`config.mk`:
```
export PLATFORM = sky130hd
export DESIGN_NAME = cascade_inta_sequencer
export DESIGN_NICKNAME = d
export VERILOG_FILES = /design/src/rtl/cascade_pkg.sv /design/src/rtl/inta_edge_detect.sv /design/src/rtl/cascade_inta_sequencer.sv
export SDC_FILE = /design/constraint.sdc
export NUM_CORES = 1
export LEC_CHECK = 0
export CORE_ASPECT_RATIO = 0.6
export CORE_MARGIN = 1.5
export CORE_UTILIZATION = 46
export CTS_CLUSTER_DIAMETER = 200
export DETAILED_ROUTE_END_ITERATION = 8
export PLACE_DENSITY_LB_ADDON = 0.1
export SLEW_MARGIN = 20
export SYNTH_ARGS = -nofsm -noshare
export SYNTH_HDL_FRONTEND = slang
export SYNTH_SLANG_ARGS = --single-unit
```
`constraint.sdc`:
```
create_clock -name clk -period 1.5 [get_ports clk]
set_input_delay 0.3 -clock clk [delete_from_list [all_inputs] [get_ports clk]]
set_output_delay 0.3 -clock clk [all_outputs]
set_load 0.01 [all_outputs]
```
`src/rtl/cascade_pkg.sv`:
```
// cascade_pkg: acknowledge-sequencer states and vec_sel byte codes.
package cascade_pkg;
    typedef enum logic [2:0] {
        S_IDLE, S_ARMED, S_P1, S_GAP1, S_P2, S_GAP2, S_P3
    } state_t;
    localparam logic [1:0] VEC_8086 = 2'd0;
    localparam logic [1:0] VEC_CALL = 2'd1;
    localparam logic [1:0] VEC_LO   = 2'd2;
    localparam logic [1:0] VEC_HI   = 2'd3;
endpackage

```
`src/rtl/inta_edge_detect.sv`:
```
// inta_edge_detect: registered fall/rise pulses of the clk-synchronous INTA strobe.
module inta_edge_detect (
    input  logic clk,
    input  logic reset,
    input  logic inta_n,
    output logic inta_fall,
    output logic inta_rise
);
    logic r_cur;
    always_ff @(posedge clk or posedge reset) begin
        if (reset) begin
            r_cur     <= 1'b1;
            inta_fall <= 1'b0;
            inta_rise <= 1'b0;
        end else begin
            r_cur     <= inta_n;
            inta_fall <= r_cur & ~inta_n;
            inta_rise <= ~r_cur & inta_n;
        end
    end
endmodule

```
`src/rtl/cascade_inta_sequencer.sv`:
```
// cascade_inta_sequencer: 8259A INTA sequencing for single/master/slave roles.
// CASCADE_8080_MODE_EN adds the upm input and the three-pulse 8080 CALL sequence.
module cascade_inta_sequencer
    import cascade_pkg::*;
(
    input  logic       clk,
    input  logic       reset,
    input  logic       sp,
    input  logic       sngl,
    input  logic [7:0] icw3,
    input  logic       aeoi,
`ifdef CASCADE_8080_MODE_EN
    input  logic       upm,
`endif
    input  logic       int_req,
    input  logic [2:0] int_level,
    input  logic       inta_n,
    input  logic [2:0] cas_in,
    output logic       int_out,
    output logic       freeze,
    output logic       isr_set,
    output logic [2:0] isr_level,
    output logic       cas_oe,
    output logic [2:0] cas_out,
    output logic       vec_en,
    output logic [1:0] vec_sel,
    output logic       eoi_pulse
);
    state_t     r_state;
    logic       r_spur, r_hit, r_m80, r_resp;
    logic       w_fall, w_rise, w_upm, w_spur, w_hit, w_resp, w_last, w_eoi;
    logic [2:0] w_lvl;

    inta_edge_detect u_edge (
        .clk      (clk),
        .reset    (reset),
        .inta_n   (inta_n),
        .inta_fall(w_fall),
        .inta_rise(w_rise)
    );

`ifdef CASCADE_8080_MODE_EN
    assign w_upm = upm;
`else
    assign w_upm = 1'b1;
`endif

    // A fall outside ARMED-with-request is a spurious acknowledge: report IR7.
    assign w_spur = !(r_state == S_ARMED && int_req);
    assign w_lvl  = w_spur ? 3'd7 : int_level;
    assign w_hit  = sp & ~sngl & icw3[w_lvl] & ~w_spur;
    assign w_resp = sngl | (sp ? ~r_hit : (cas_in == icw3[2:0]));
    assign w_last = (r_state == S_P2 && !r_m80) || r_state == S_P3;
    assign w_eoi  = aeoi & ~r_spur & (sp | sngl | r_resp);

    always_ff @(posedge clk or posedge reset) begin
        if (reset) begin
            r_state   <= S_IDLE;
            r_spur    <= 1'b0;
            r_hit     <= 1'b0;
            r_m80     <= 1'b0;
            r_resp    <= 1'b0;
            int_out   <= 1'b0;
            freeze    <= 1'b0;
            isr_set   <= 1'b0;
            isr_level <= 3'd0;
            cas_oe    <= 1'b0;
            cas_out   <= 3'd0;
            vec_en    <= 1'b0;
            vec_sel   <= VEC_8086;
            eoi_pulse <= 1'b0;
        end else begin
            isr_set   <= 1'b0;
            eoi_pulse <= 1'b0;
            case (r_state)
                S_IDLE, S_ARMED: begin
                    if (w_fall) begin
                        r_state   <= S_P1;
                        int_out   <= 1'b0;
                        freeze    <= 1'b1;
                        isr_level <= w_lvl;
                        isr_set   <= ~w_spur;
                        r_spur    <= w_spur;
                        r_hit     <= w_hit;
                        cas_oe    <= w_hit;
                        cas_out   <= w_hit ? w_lvl : 3'd0;
                        r_m80     <= ~w_upm;
                        vec_en    <= ~w_upm & (sp | sngl);
                        vec_sel   <= w_upm ? VEC_8086 : VEC_CALL;
                    end else begin
                        r_state <= int_req ? S_ARMED : S_IDLE;
                        int_out <= int_req;
                    end
                end
                S_P1: begin
                    if (w_rise) begin
                        r_state <= S_GAP1;
                        vec_en  <= 1'b0;
                    end
                end
                S_GAP1: begin
                    if (w_fall) begin
                        r_state <= S_P2;
                        r_resp  <= w_resp;
                        vec_en  <= w_resp;
                        vec_sel <= r_m80 ? VEC_LO : VEC_8086;
                    end
                end
                S_P2: begin
                    if (w_rise) begin
                        r_state <= S_GAP2;
                        vec_en  <= 1'b0;
                    end
                end
                S_GAP2: begin
                    if (w_fall) begin
                        r_state <= S_P3;
                        r_resp  <= w_resp;
                        vec_en  <= w_resp;
                        vec_sel <= VEC_HI;
                    end
                end
                default: ;
            endcase
            // The last byte's rise overrides the per-state step above.
            if (w_last && w_rise) begin
                r_state   <= S_IDLE;
                freeze    <= 1'b0;
                cas_oe    <= 1'b0;
                cas_out   <= 3'd0;
                vec_en    <= 1'b0;
                vec_sel   <= VEC_8086;
                eoi_pulse <= w_eoi;
            end
        end
    end
endmodule

```
Yosys cells after proc, flatten, opt, wreduce, memory -nomap -nowiden
Cells that the tools add are included.
Cells by class
  equality and inequality tests: 14
  muxes and demuxes: 35
  bitwise operators: 15
  reduce and logical (&&, ||, !) cells: 20
  magnitude comparators: 1
Operators by type and width (number)
  2-to-1 mux 3 bit: 10
  2-to-1 mux 1 bit: 17
  case mux 3 bit (5 select lines): 1
  inequality test 3 x 2 -> 1 bit, second input constant: 4
  equality test 3 bit, second input constant: 3
  inequality test 3 x 1 -> 1 bit, second input constant: 3
  2-to-1 mux 2 bit: 4
  AND reduction 4 bit: 2
  nonzero test 4 bit: 2
  bitwise AND 1 bit: 7
  equality test 3 x 2 -> 1 bit, second input constant: 2
  AND reduction 2 bit: 3
  nonzero test 6 bit: 1
  OR reduction 2 bit: 3
  inverter 1 bit: 5
  AND reduction 5 bit: 1
  < comparator 3 x 4 -> 1 bit, second input constant: 1
  case mux 2 bit (2 select lines): 1
  nonzero test 2 bit: 2
  binary-select mux 1 bit (select 3 bit): 1
  equality test 3 x 1 -> 1 bit, second input constant: 1
  equality test 3 bit: 1
  zero test 3 bit: 1
  OR 1 bit: 3
  5 further kinds: 6
Word-level totals
  register bits after elaboration: 23
  logic and storage cells: 101
  output and inout bits: 14

Depth between registers and ports, before layout
Gate-level depths: netlist of run 1.
  depth in word-level cells: 11
  gate-level depth with buffers: 6
  mapped depth without buffers: 4

Cells and area by module
Synthesis of run 1 repeated with hierarchy kept, for this count alone.
Second synthesis, totals
  cell total of the unflattened synthesis: 123
  area, all modules: 1193.6 sq um
By module, submodules not included
  cascade_inta_sequencer: area an instance 1098.6 sq um, cells each 117, times used 1, seq. area each 475.5 sq um
  inta_edge_detect: area an instance 95.1 sq um, cells each 6, times used 1, seq. area each 76.3 sq um

Worst setup path after synthesis of run 1
Ideal clock, no wire load.
  path kind: flip-flop to flip-flop
  start point: reg r_state[1]
  end point: reg cas_out[0]
  setup slack: 0.168 ns
  period minus slack after synthesis: 1.332 ns
  buffers on the path: 0
  required time: 1.371 ns
  arrival time: 1.203 ns
  cell stages (with the launch flop): 5
  path through: dfrtp_1 -> nand3b_4 -> o32a_4 -> o211ai_1 -> nand3_1
Between the ends
  word-level cells in the longest chain between the ends: 11
  elaborated cells between the ends (all ways): 20
Ends and longest elaborated chain
  from (decl): RTL line cascade_inta_sequencer.sv:29  | state_t r_state;
  from (signal assigned): RTL line cascade_inta_sequencer.sv:91  | r_state <= int_req ? S_ARMED : S_IDLE;
  equality test 3 x 1 -> 1 bit: RTL line cascade_inta_sequencer.sv:49, cascade_inta_sequencer.sv:75
  logical AND 1 bit: RTL line cascade_inta_sequencer.sv:49  | assign w_spur = !(r_state == S_ARMED && int_req);
  2-to-1 mux 3 bit: RTL line cascade_inta_sequencer.sv:50  | assign w_lvl = w_spur ? 3'd7 : int_level;
  binary-select mux 1 bit (select 3 bit): RTL line cascade_inta_sequencer.sv:51  | assign w_hit = sp & ~sngl & icw3[w_lvl] & ~w_spur;
  2-to-1 mux 1 bit (not written as such): RTL line cascade_inta_sequencer.sv:51
  bitwise AND 1 bit (2 in a row): RTL line cascade_inta_sequencer.sv:51
  2-to-1 mux 3 bit: RTL line cascade_inta_sequencer.sv:86  | cas_out <= w_hit ? w_lvl : 3'd0;
  2-to-1 mux 3 bit: RTL line cascade_inta_sequencer.sv:77  | if (w_fall) begin
  2-to-1 mux 3 bit: RTL line cascade_inta_sequencer.sv:75  | case (r_state)
  2-to-1 mux 3 bit: RTL line cascade_inta_sequencer.sv:126  | if (w_last && w_rise) begin
  to (signal assigned): RTL line cascade_inta_sequencer.sv:86
  to (decl): RTL line cascade_inta_sequencer.sv:24  | output logic [2:0] cas_out,
Several ways; a longest one is shown, not always the timed one. The select of a mux whose other input is x is not followed.
A chain may end at the register's enable or synchronous reset.

Worst setup path in the final report of run 1
  start point: reg int_out
  end point: out int_out
RTL lines
  from (decl): RTL line cascade_inta_sequencer.sv:19  | output logic int_out,
  from (signal assigned): RTL line cascade_inta_sequencer.sv:92  | int_out <= int_req;
No word-level cell between the ends.

==> summary.txt, run 1 <==
Run status
  • Status: completed

Worst setup path
  • Worst path buffer plus inverter count: 1
  • RR Endpoint: cas_out[0]
  • CP max stage cell: clkdlybuf4s50_1
  • Reg-to-Reg Start: r_state[1]
  • CP max stage delay: 560 ps
  • Critical path type: flop to primary output
  • CP Max Fanout: 2
  • CP cell instances: clkdlybuf4s50_1
  • R2R cell count: 4
  • CP Data Required Time: 1200 ps
  • Critical path's top delay family: buffers and inverters
  • Arrival @ worst endpoint: 1170 ps
  • CP startpoint kind: flop
  • Crit. End Element: primary output
  • R2R Setup Slk: 60 ps

STA
  • Tmin final: 1470 ps
  • Setup violators final: 0
  • Tcrit/Tclk final: 98.1%
  • Hold_ws: 316 ps
  • Max Clock Freq: 0.679 GHz
  • Fin. max-slew vios: 0
  • Skew final: 5.22 ps
  • Worst slew margin: 72.9%
  • Worst-Margin Slew: 404 ps
  • Final Hold Fails: 0

Placed design
  • Port Buffers: 34
  • Final HPWL DP: 2150 um
  • Placer Congestion: 0.892
  • Placement Cell Area: 0.00168 mm^2

Clock tree
  • TritonCTS Buffers: 3
  • CTS tree: done
  • Clock latency at the later pin of the worst-skew pair: 260 ps
  • H-tree levels: 1
  • Clk pin slew, worst setup/hold paths: 80 ps
  • Clk sink count: 22
  • Root Driver: clkbuf_8
  • CTS max path bufs: 2
  • # hold bufs at CTS: 0

Finish
  • Layout cells sized above 1: 22.2%
  • Most frequent cells in the layout: clkdlybuf4s50_1 (28), dfrtp_1 (19), buf_4 (18)
  • Commonest non-fill, non-tap cell in the layout: clkdlybuf4s50_1
  • Fin util: 72.4%
  • Final nets: 193
  • Final instance area: 0.00181 mm^2
  • Ant. Diodes: 0
  • Area growth from synthesis to layout: 49.7%

Yosys
  • Post-Synth Adder-Cell Area: 0%
  • Synth Area in XOR/XNOR: 2.89%
  • Syn Nets: 142
  • Syn Inst Count: 121
  • Post-synthesis register bit count: 22
  • Number of synthesized flops with an enable pin: 0
  • Leading area contributor after synthesis: dfrtp_1
  • Mux share of post-synthesis cell area: 0%
  • Synth warnings: 0
  • Post-Syn Area: 0.00121 mm^2
  • Synth Area in Simple Gates: 28.6%
  • Compound-Gate Fraction of Synth Area: 17.1%
  • Count of different cell masters after synthesis: 45
  • Post-synth ARST share: 100%
  • Yosys top cell area share: 43.4%
  • Prevailing post-synth register cell: dfrtp_1
  • Mean post-synth cell area: 10.0 um^2
  • Largest family of logic cells by synthesized area: simple AND/OR/NAND/NOR gates
  • Top post-synthesis cells by area: dfrtp_1 (43%), nand3_1 (4.1%), nor2_1 (4.0%), nand2_1 (3.1%), nand2b_1 (3.1%)
  • Sequential fraction of the synthesis area: 45.6%

Global routing
  • Vias in the first global route: 959
  • First-pass GRT wire length: 4680 um
  • Grt total ovfl: 0
  • Total track usage: 20.5%
  • Initial antenna violation count: 0
  • Largest net degree at the start of global routing: 15

Power
  • Power share of the clock group: 20.9%
  • Logic pwr share: 44.4%
  • P_int: 0.00176 W
  • Peak supply drop: 1030 uV
  • Cell Pwr Density: 1460 mW/mm^2
  • Leakage power: 0.835 nW
  • Sw Ratio: 33.3%
  • Overall Power: 0.00264 W
  • Reg power frac: 34.7%
  • Psw: 0.000880 W

Floorplan
  • Core area: 0.00250 mm^2
  • Starting Density: 48.4%
  • Die width: 69.2 um
  • Die H: 42.7 um
  • Total die area: 0.00296 mm^2
  • FP Rows: 14
  • Boundary Pins: 35

Routing
  • DRT Pass-1 Iters: 4
  • Wirelength per Cell: 14.3 um
  • Final antenna-violating net count: 0
  • Routed wire length: 2900 um
  • Via density: 5.28
  • Via count: 1071
  • Drt initial violations: 42
  • DRC viols: 0

Worst hold path
  • Hold WC Path Type: primary input to asynchronous set/reset pin

Run
  • Max-Cap Viols: 0
## how the worst max path moves through the flow
stage                  from    endpoint  slack, ps  depth (start not counted)
3_3_place_gp   int_level[0]  cas_out[2]       -220                          5
4_1_cts          vec_sel[0]  vec_sel[1]         10                          1
2_1_floorplan    r_state[1]  cas_out[0]        170                          4
3_5_place_dp   int_level[0]  cas_out[2]       -280                          5
6_report            int_out     int_out         30                          1
5_1_grt        int_level[2]  cas_out[2]         -9                          5
## cells by family after synthesis
family | count (synthesis)
AO/OA/AOI/OAI | 24
XOR/XNOR | 4
buffers and inverters | 12
flip-flops | 22
AND/OR/NAND/NOR | 59
## per-layer routing
metal	GRT usage [%]	vias to the layer above	routed length (um)
li1	-	524	-
met1	31.3	510	1480
met2	29.0	35	1240
met3	5.94	2	169
met4	3.53	0	11
met5	0	-	0
## final cells by class
class	count	area, um^2
Fill cell	190	692
Multi-Input combinational cell	87	618
Sequential cell	22	554
Timing Repair Buffer	53	510
Clock buffer	3	41.3
Tap cell	32	40.0
Clock inverter	1	30.0
Inverter	5	18.8
## cell usage after synthesis, drive strengths merged, types with 2 or more instances
master / count
xor2: 3
nand2: 10
nand3: 10
o21ai: 5
o32a: 2
buf: 6
inv: 5
a21oi: 4
nand2b: 7
or3: 2
nor2: 13
o211ai: 4
nor3: 2
dfrtp: 21
nand4: 2
o41ai: 3
nand3b: 2
nor2b: 3
## sequential cells by signal (all words and copies together), names as in the netlist
name and flops:
cas_out 3, isr_level 3, r_state 3, cas_oe 1
eoi_pulse 1, freeze 1, int_out 1, isr_set 1
r_hit 1, r_resp 1, r_spur 1, u_edge.inta_fall 1
u_edge.inta_rise 1, u_edge.r_cur 1, vec_en 1, vec_sel 1
## power groups by stage
stage / logic (W) / registers, W / clock network, W
3_3_place_gp: 0.00109 / 0.000916 / 0
2_1_floorplan: 0.000636 / 0.000923 / 0
6_report: 0.00117 / 0.000917 / 0.000552
3_5_place_dp: 0.00110 / 0.000927 / 0
4_1_cts: 0.00112 / 0.000918 / 0.000563
5_1_grt: 0.00128 / 0.000939 / 0.000596
## stage by stage
step                      worst slack, ps  setup TNS, ps  cells
after detailed placement             -283          -1740    197
after global routing                -8.76          -8.76    203
after global placement               -224          -1430    197
final                                28.2              0    203
after CTS                            9.60              0    201
after floorplan                       168              0    121
## repair_timing
item	in CTS	in global routing
resized for setup	1	10
buffers inserted	0	2
cloned	0	0
endpoints found under the hold margin	0	0
endpoints found under the setup margin	1	10
No activity file was read; power rests on OpenSTA's default activity.
==> inputs of run 2 (changes only) <==
Settings changed: RECOVER_POWER from default to 100.
Clock period 1.5 ns to 1.4 ns, I/O delays scaled along.
==> summary.txt, run 2 (synthesis gave the netlist of run 1 again) <==
Routing
  • DRT Pass-1 Iters: 4
  • Final antenna-violating net count: 0
  • Routed wire length: 3180 um
  • Via density: 5.39
  • Drt initial violations: 54
  • DRC viols: 0
  • Via count: 1138
  • Wirelength per Cell: 15.1 um

Worst setup path
  • Critical path type: flop to flop
  • Reg-to-Reg Start: r_state[2]
  • R2R cell count: 5
  • Arrival @ worst endpoint: 1640 ps
  • CP Max Fanout: 7
  • RR Endpoint: r_hit
  • R2R Setup Slk: -30 ps
  • Crit. End Element: flop
  • CP Data Required Time: 1610 ps
  • CP cell instances: buf_6 > and3b_1 > and4b_2 > nand3_2 > nand3_1
  • CP max stage delay: 470 ps
  • CP max stage cell: dfrtp_2
  • CP startpoint kind: flop

Power
  • Cell Pwr Density: 1560 mW/mm^2
  • Sw Ratio: 34.6%
  • Reg power frac: 34.0%
  • P_int: 0.00191 W
  • Leakage power: 0.895 nW
  • Peak supply drop: 1240 uV
  • Logic pwr share: 45.4%
  • Psw: 0.00101 W
  • Power share of the clock group: 20.6%

STA
  • Fin. max-slew vios: 0
  • TNS Setup: -67.7 ps
  • Tmin final: 1430 ps
  • Max Clock Freq: 0.700 GHz
  • Final Hold Fails: 0
  • RSZ-0062 raised after global routing: yes
  • Worst-Margin Slew: 537 ps
  • Setup violators final: 3
  • Slack of the critical path: -28.7 ps
  • Tcrit/Tclk final: 102%
  • Worst slew margin: 64.2%
  • Skew final: 4.74 ps

Clock tree
  • H-tree levels: 1
  • CTS tree: done
  • Clk pin slew, worst setup/hold paths: 80 ps
  • Clock latency at the later pin of the worst-skew pair: 270 ps
  • Root Driver: clkbuf_8
  • CTS max path bufs: 2
  • Clk sink count: 22
  • TritonCTS Buffers: 3
  • # hold bufs at CTS: 0

Finish
  • Seq. cell area: 553 um^2
  • Area of the multi-input gates: 646 um^2
  • Final nets: 201
  • Fin util: 74.4%
  • Commonest non-fill, non-tap cell in the layout: buf_4
  • Fillers: 188
  • Most frequent cells in the layout: buf_4 (23), dfrtp_1 (20), clkdlybuf4s50_1 (16)
  • Layout cells sized above 1: 27.9%
  • Top flop regs: cas_out x3, isr_level x3, r_state x3
  • Area growth from synthesis to layout: 53.9%
  • Ant. Diodes: 0

Floorplan
  • Die H: 42.7 um
  • Total die area: 0.00296 mm^2
  • Starting Density: 48.4%
  • FP Rows: 14
  • Core area: 0.00250 mm^2
  • Die width: 69.2 um
  • Boundary Pins: 35

Run
  • Max-Cap Viols: 0

Global routing
  • Total track usage: 22.7%
  • GRT met1 Usage: 35.4%
  • Grt total ovfl: 0
  • Vias in the first global route: 1046
  • First-pass GRT wire length: 5170 um
  • Met2 Usage GRT: 30.8%
  • Met3 Use GR: 6.41%
  • Gr busiest metal: met1
  • Initial antenna violation count: 0
  • Largest net degree at the start of global routing: 23

Worst hold path
  • Hold Path Origin: r_spur
  • Hold WC Path Type: flop to flop
  • Hold EP: eoi_pulse
  • Min-Delay Path Depth: 1

Placed design
  • Port Buffers: 34
  • Placer Congestion: 0.928
  • Final HPWL DP: 2190 um
  • Place WS: -372 ps

Run status
  • Status: finished, violations left
  • Failing checks: negative setup slack
[run 2: cell count changes in the layout (fill, tap and decap cells not counted), sizes merged]
cell           previous run  this run
buf                      19        26
clkbuf                    3         4
clkdlybuf4s50            28        16
dlygate4sd2               0        15
dlygate4sd3               0         2
dlymetal6s2s              6         1
[run 2: per-stage QoR]
stage / total power (W) / instances / hold slack [ps] / instance area (um^2)
6_report: 0.00292 / 211 / 460 / 1860
5_1_grt: 0.00309 / 211 / 481 / 1860
4_1_cts: 0.00275 / 207 / 354 / 1790
3_5_place_dp: 0.00216 / 199 / 448 / 1680
3_3_place_gp: 0.00214 / 199 / 443 / 1680
2_1_floorplan: 0.00167 / 121 / 268 / 1210
[run 2: worst max-delay path: cells and delay by family (launching register included)]
kind	cells	cell delay [ps]
flip-flops	1	470
buffers and inverters	1	160
AND/OR/NAND/NOR	4	750
[run 2: cell type report]
cell class	count	share of cell area, %
flip-flops and latches	22	29.7
well taps	32	2.15
repair buffers	61	28.7
clock inverters	1	1.61
multi-input cells	87	34.6
inverters	5	1.01
clock buffers	3	2.21
[run 2: worst max path at each step]
stage,end,start,depth (start not counted)
floorplan,cas_out[0],r_state[1],4
global placement,cas_oe,int_req,5
detailed placement,cas_out[2],int_level[0],5
CTS,eoi_pulse,eoi_pulse,1
global route,r_hit,r_state[1],5
finish,r_hit,r_state[2],5
[run 2: power by group through the flow]
stage	Combinational [W]	Sequential, W	Clock (W)
final	0.00132	0.000992	0.000602
after global routing	0.00144	0.00102	0.000638
after CTS	0.00114	0.00101	0.000602
after detailed placement	0.00113	0.00103	0
after global placement	0.00112	0.00102	0
after floorplan	0.000682	0.000989	0
[run 2: what timing repair did]
item	CTS	global route
pin swaps	1	3
setup endpoints to repair	26	9
resized for setup	18	14
setup buffers	4	4
[run 2: per-layer routing]
layer	wire length, um	vias to the layer above
met5	0	-
met1	1650	538
met3	229	5
met2	1290	48
met4	22	0
li1	-	547
==> inputs of run 3 (changes only) <==
Settings changed: SYNTH_HIERARCHICAL from default to 1.
==> summary.txt, run 3 <==
Run status
  • Status: finished, violations left
  • Failing checks: negative setup slack

Worst setup path
  • Most common cell on crit path: nand3_1
  • Arrival @ worst endpoint: 1800 ps
  • Critical path type: flop to flop
  • CP max stage cell: or3b_4
  • CP cell instances: or3b_4 > o311ai_4 > nand3_1 > nand3_1
  • CP Data Required Time: 1600 ps
  • Crit. End Element: flop
  • CP Max Fanout: 6
  • CP max stage delay: 490 ps
  • CP startpoint kind: flop

Routing
  • DRT Pass-1 Iters: 4
  • Highest routed layer: met4
  • Routed wire length: 3430 um
  • Wirelength per Cell: 15.9 um
  • WL met3: 215 um
  • Via density: 5.56
  • DRC viols: 0
  • Metal2 WL: 1570 um
  • WL met1: 1600 um
  • Drt initial violations: 69
  • Final antenna-violating net count: 0
  • Via count: 1201

Yosys
  • Yosys top cell area share: 44.0%
  • Leading area contributor after synthesis: dfrtp_1
  • Sequential fraction of the synthesis area: 46.2%
  • Post-Syn Area: 0.00119 mm^2
  • Syn Inst Count: 123
  • Count of different cell masters after synthesis: 42
  • Number of synthesized flops with an enable pin: 0
  • Syn Nets: 144
  • Mean post-synth cell area: 9.70 um^2
  • Post-synth ARST share: 100%
  • Top post-synthesis cells by area: dfrtp_1 (44%), a21oi_1 (4.2%), nor2_1 (3.5%), nand2b_1 (3.1%), inv_1 (2.8%)
  • Count leader, synth: dfrtp_1
  • Prevailing post-synth register cell: dfrtp_1
  • Most frequent cells after synthesis: dfrtp_1 (21), nor2_1 (11), a21oi_1 (10)
  • Post-synthesis register bit count: 22
  • Synth warnings: 6

Finish
  • Fillers: 155
  • Layout cells sized above 1: 28.3%
  • Top flop regs: cas_out x3, isr_level x3, r_state x3
  • Fin cells: 216
  • Most frequent cells in the layout: buf_4 (22), dfrtp_1 (21), clkdlybuf4s50_1 (18)
  • Commonest non-fill, non-tap cell in the layout: buf_4
  • Ant. Diodes: 0
  • Final nets: 206
  • Area growth from synthesis to layout: 60.3%
  • Fin util: 76.9%

Global routing
  • Grt total ovfl: 0
  • First-pass GRT wire length: 5180 um
  • Total track usage: 24.3%
  • Largest net degree at the start of global routing: 20
  • Vias in the first global route: 1143
  • Initial antenna violation count: 0

STA
  • Fin. max-slew vios: 0
  • Worst-Margin Slew: 490 ps
  • RSZ-0062 raised after global routing: yes
  • Setup violators final: 9
  • Max Clock Freq: 0.626 GHz
  • Tcrit/Tclk final: 114%
  • Slack of the critical path: -198 ps
  • Final Hold Fails: 0
  • Worst slew margin: 67.3%
  • Skew final: 2.27 ps
  • Tmin final: 1600 ps
  • TNS Setup: -1010 ps

Clock tree
  • H-tree levels: 1
  • CTS tree: done
  • Clock latency at the later pin of the worst-skew pair: 260 ps
  • Clk pin slew, worst setup/hold paths: 80 ps
  • Root Driver: clkbuf_8
  • CTS max path bufs: 2
  • TritonCTS Buffers: 3
  • Clk sink count: 22
  • # hold bufs at CTS: 0

Floorplan
  • Die width: 68.8 um
  • Total die area: 0.00292 mm^2
  • Starting Density: 48.0%
  • Core area: 0.00249 mm^2
  • Die H: 42.5 um
  • FP Rows: 14
  • Boundary Pins: 35

Placed design
  • Final HPWL DP: 2360 um
  • Placer Congestion: 0.848
  • Placed Instances: 203
  • Port Buffers: 34
  • Place WS: -360 ps

Run
  • Max-Cap Viols: 0

Power
  • Peak supply drop: 1160 uV
  • Cell Pwr Density: 1580 mW/mm^2
  • Leakage power: 0.867 nW

Worst hold path
  • Hold WC Path Type: primary input to asynchronous set/reset pin
## run 3: kinds of logic (layout without fill, tap and decap cells)
group,after synthesis,count (layout),share of synthesized area [%]
flip-flops,22,22,46.2
buffers and inverters,14,75,5.03
XOR/XNOR,4,4,2.94
multiplexers,2,2,1.68
AND/OR/NAND/NOR,49,49,24.7
AO/OA/AOI/OAI,32,32,19.4
## run 3: worst max-delay path: cells and delay by family, from the launching register on
| kind | cells | cell delay [ps] |
|---|---|---|
| AND/OR/NAND/NOR | 3 | 780 |
| flip-flops | 1 | 410 |
| AO/OA/AOI/OAI | 1 | 350 |
## run 3: layer usage
metal | track usage, % | vias to the layer above
met1 | 33.9 | 589
met3 | 6.99 | 6
met2 | 36.9 | 52
met4 | 6.27 | 0
met5 | 0 | -
li1 | - | 554
## run 3: layout make-up
| type | instances | area [um^2] | area share, % |
|---|---|---|---|
| clock buffer | 4 | 55.1 | 2.88 |
| multi-input combinational | 87 | 678 | 35.4 |
| timing repair buffer | 62 | 554 | 29.0 |
| sequential | 22 | 552 | 28.8 |
| tap | 32 | 40.0 | 2.09 |
| inverter | 9 | 33.8 | 1.77 |
## run 3: path summary, 6_finish.rpt
check | startpoint | end | slack (ps) | cells past startpoint
min in group clk | cas_out[1] | cas_out[1] | 500 | 2
max in group asynchronous | reset | cas_out[0] | 470 | 3
hold reg to reg | cas_out[1] | cas_out[1] | 500 | 2
hold / removal | reset | u_edge/inta_rise | 340 | 2
setup reg to reg | r_state[2] | cas_oe | -200 | 4
setup / recovery | r_state[2] | cas_oe | -200 | 4
## run 3: metrics by stage
stage          instance area, um^2  hold WS, ps  power (W)
2_1_floorplan                 1190         32.9    0.00167
3_3_place_gp                  1690          432    0.00220
3_5_place_dp                  1690          453    0.00226
4_1_cts                       1780          215    0.00273
5_1_grt                       1910          356    0.00320
6_report                      1910          344    0.00302
## run 3: repair_timing
action	CTS	global route
setup endpoints to repair	21	15
buffers inserted	3	6
pin swaps	3	14
resized for setup	19	19
## run 3: report_power, final
part           internal (W)  leakage, nW  switching, W
registers          0.000832        0.267      0.000130
logic              0.000826        0.571      0.000770
clock network      0.000251       0.0288      0.000209
total               0.00191        0.867       0.00111
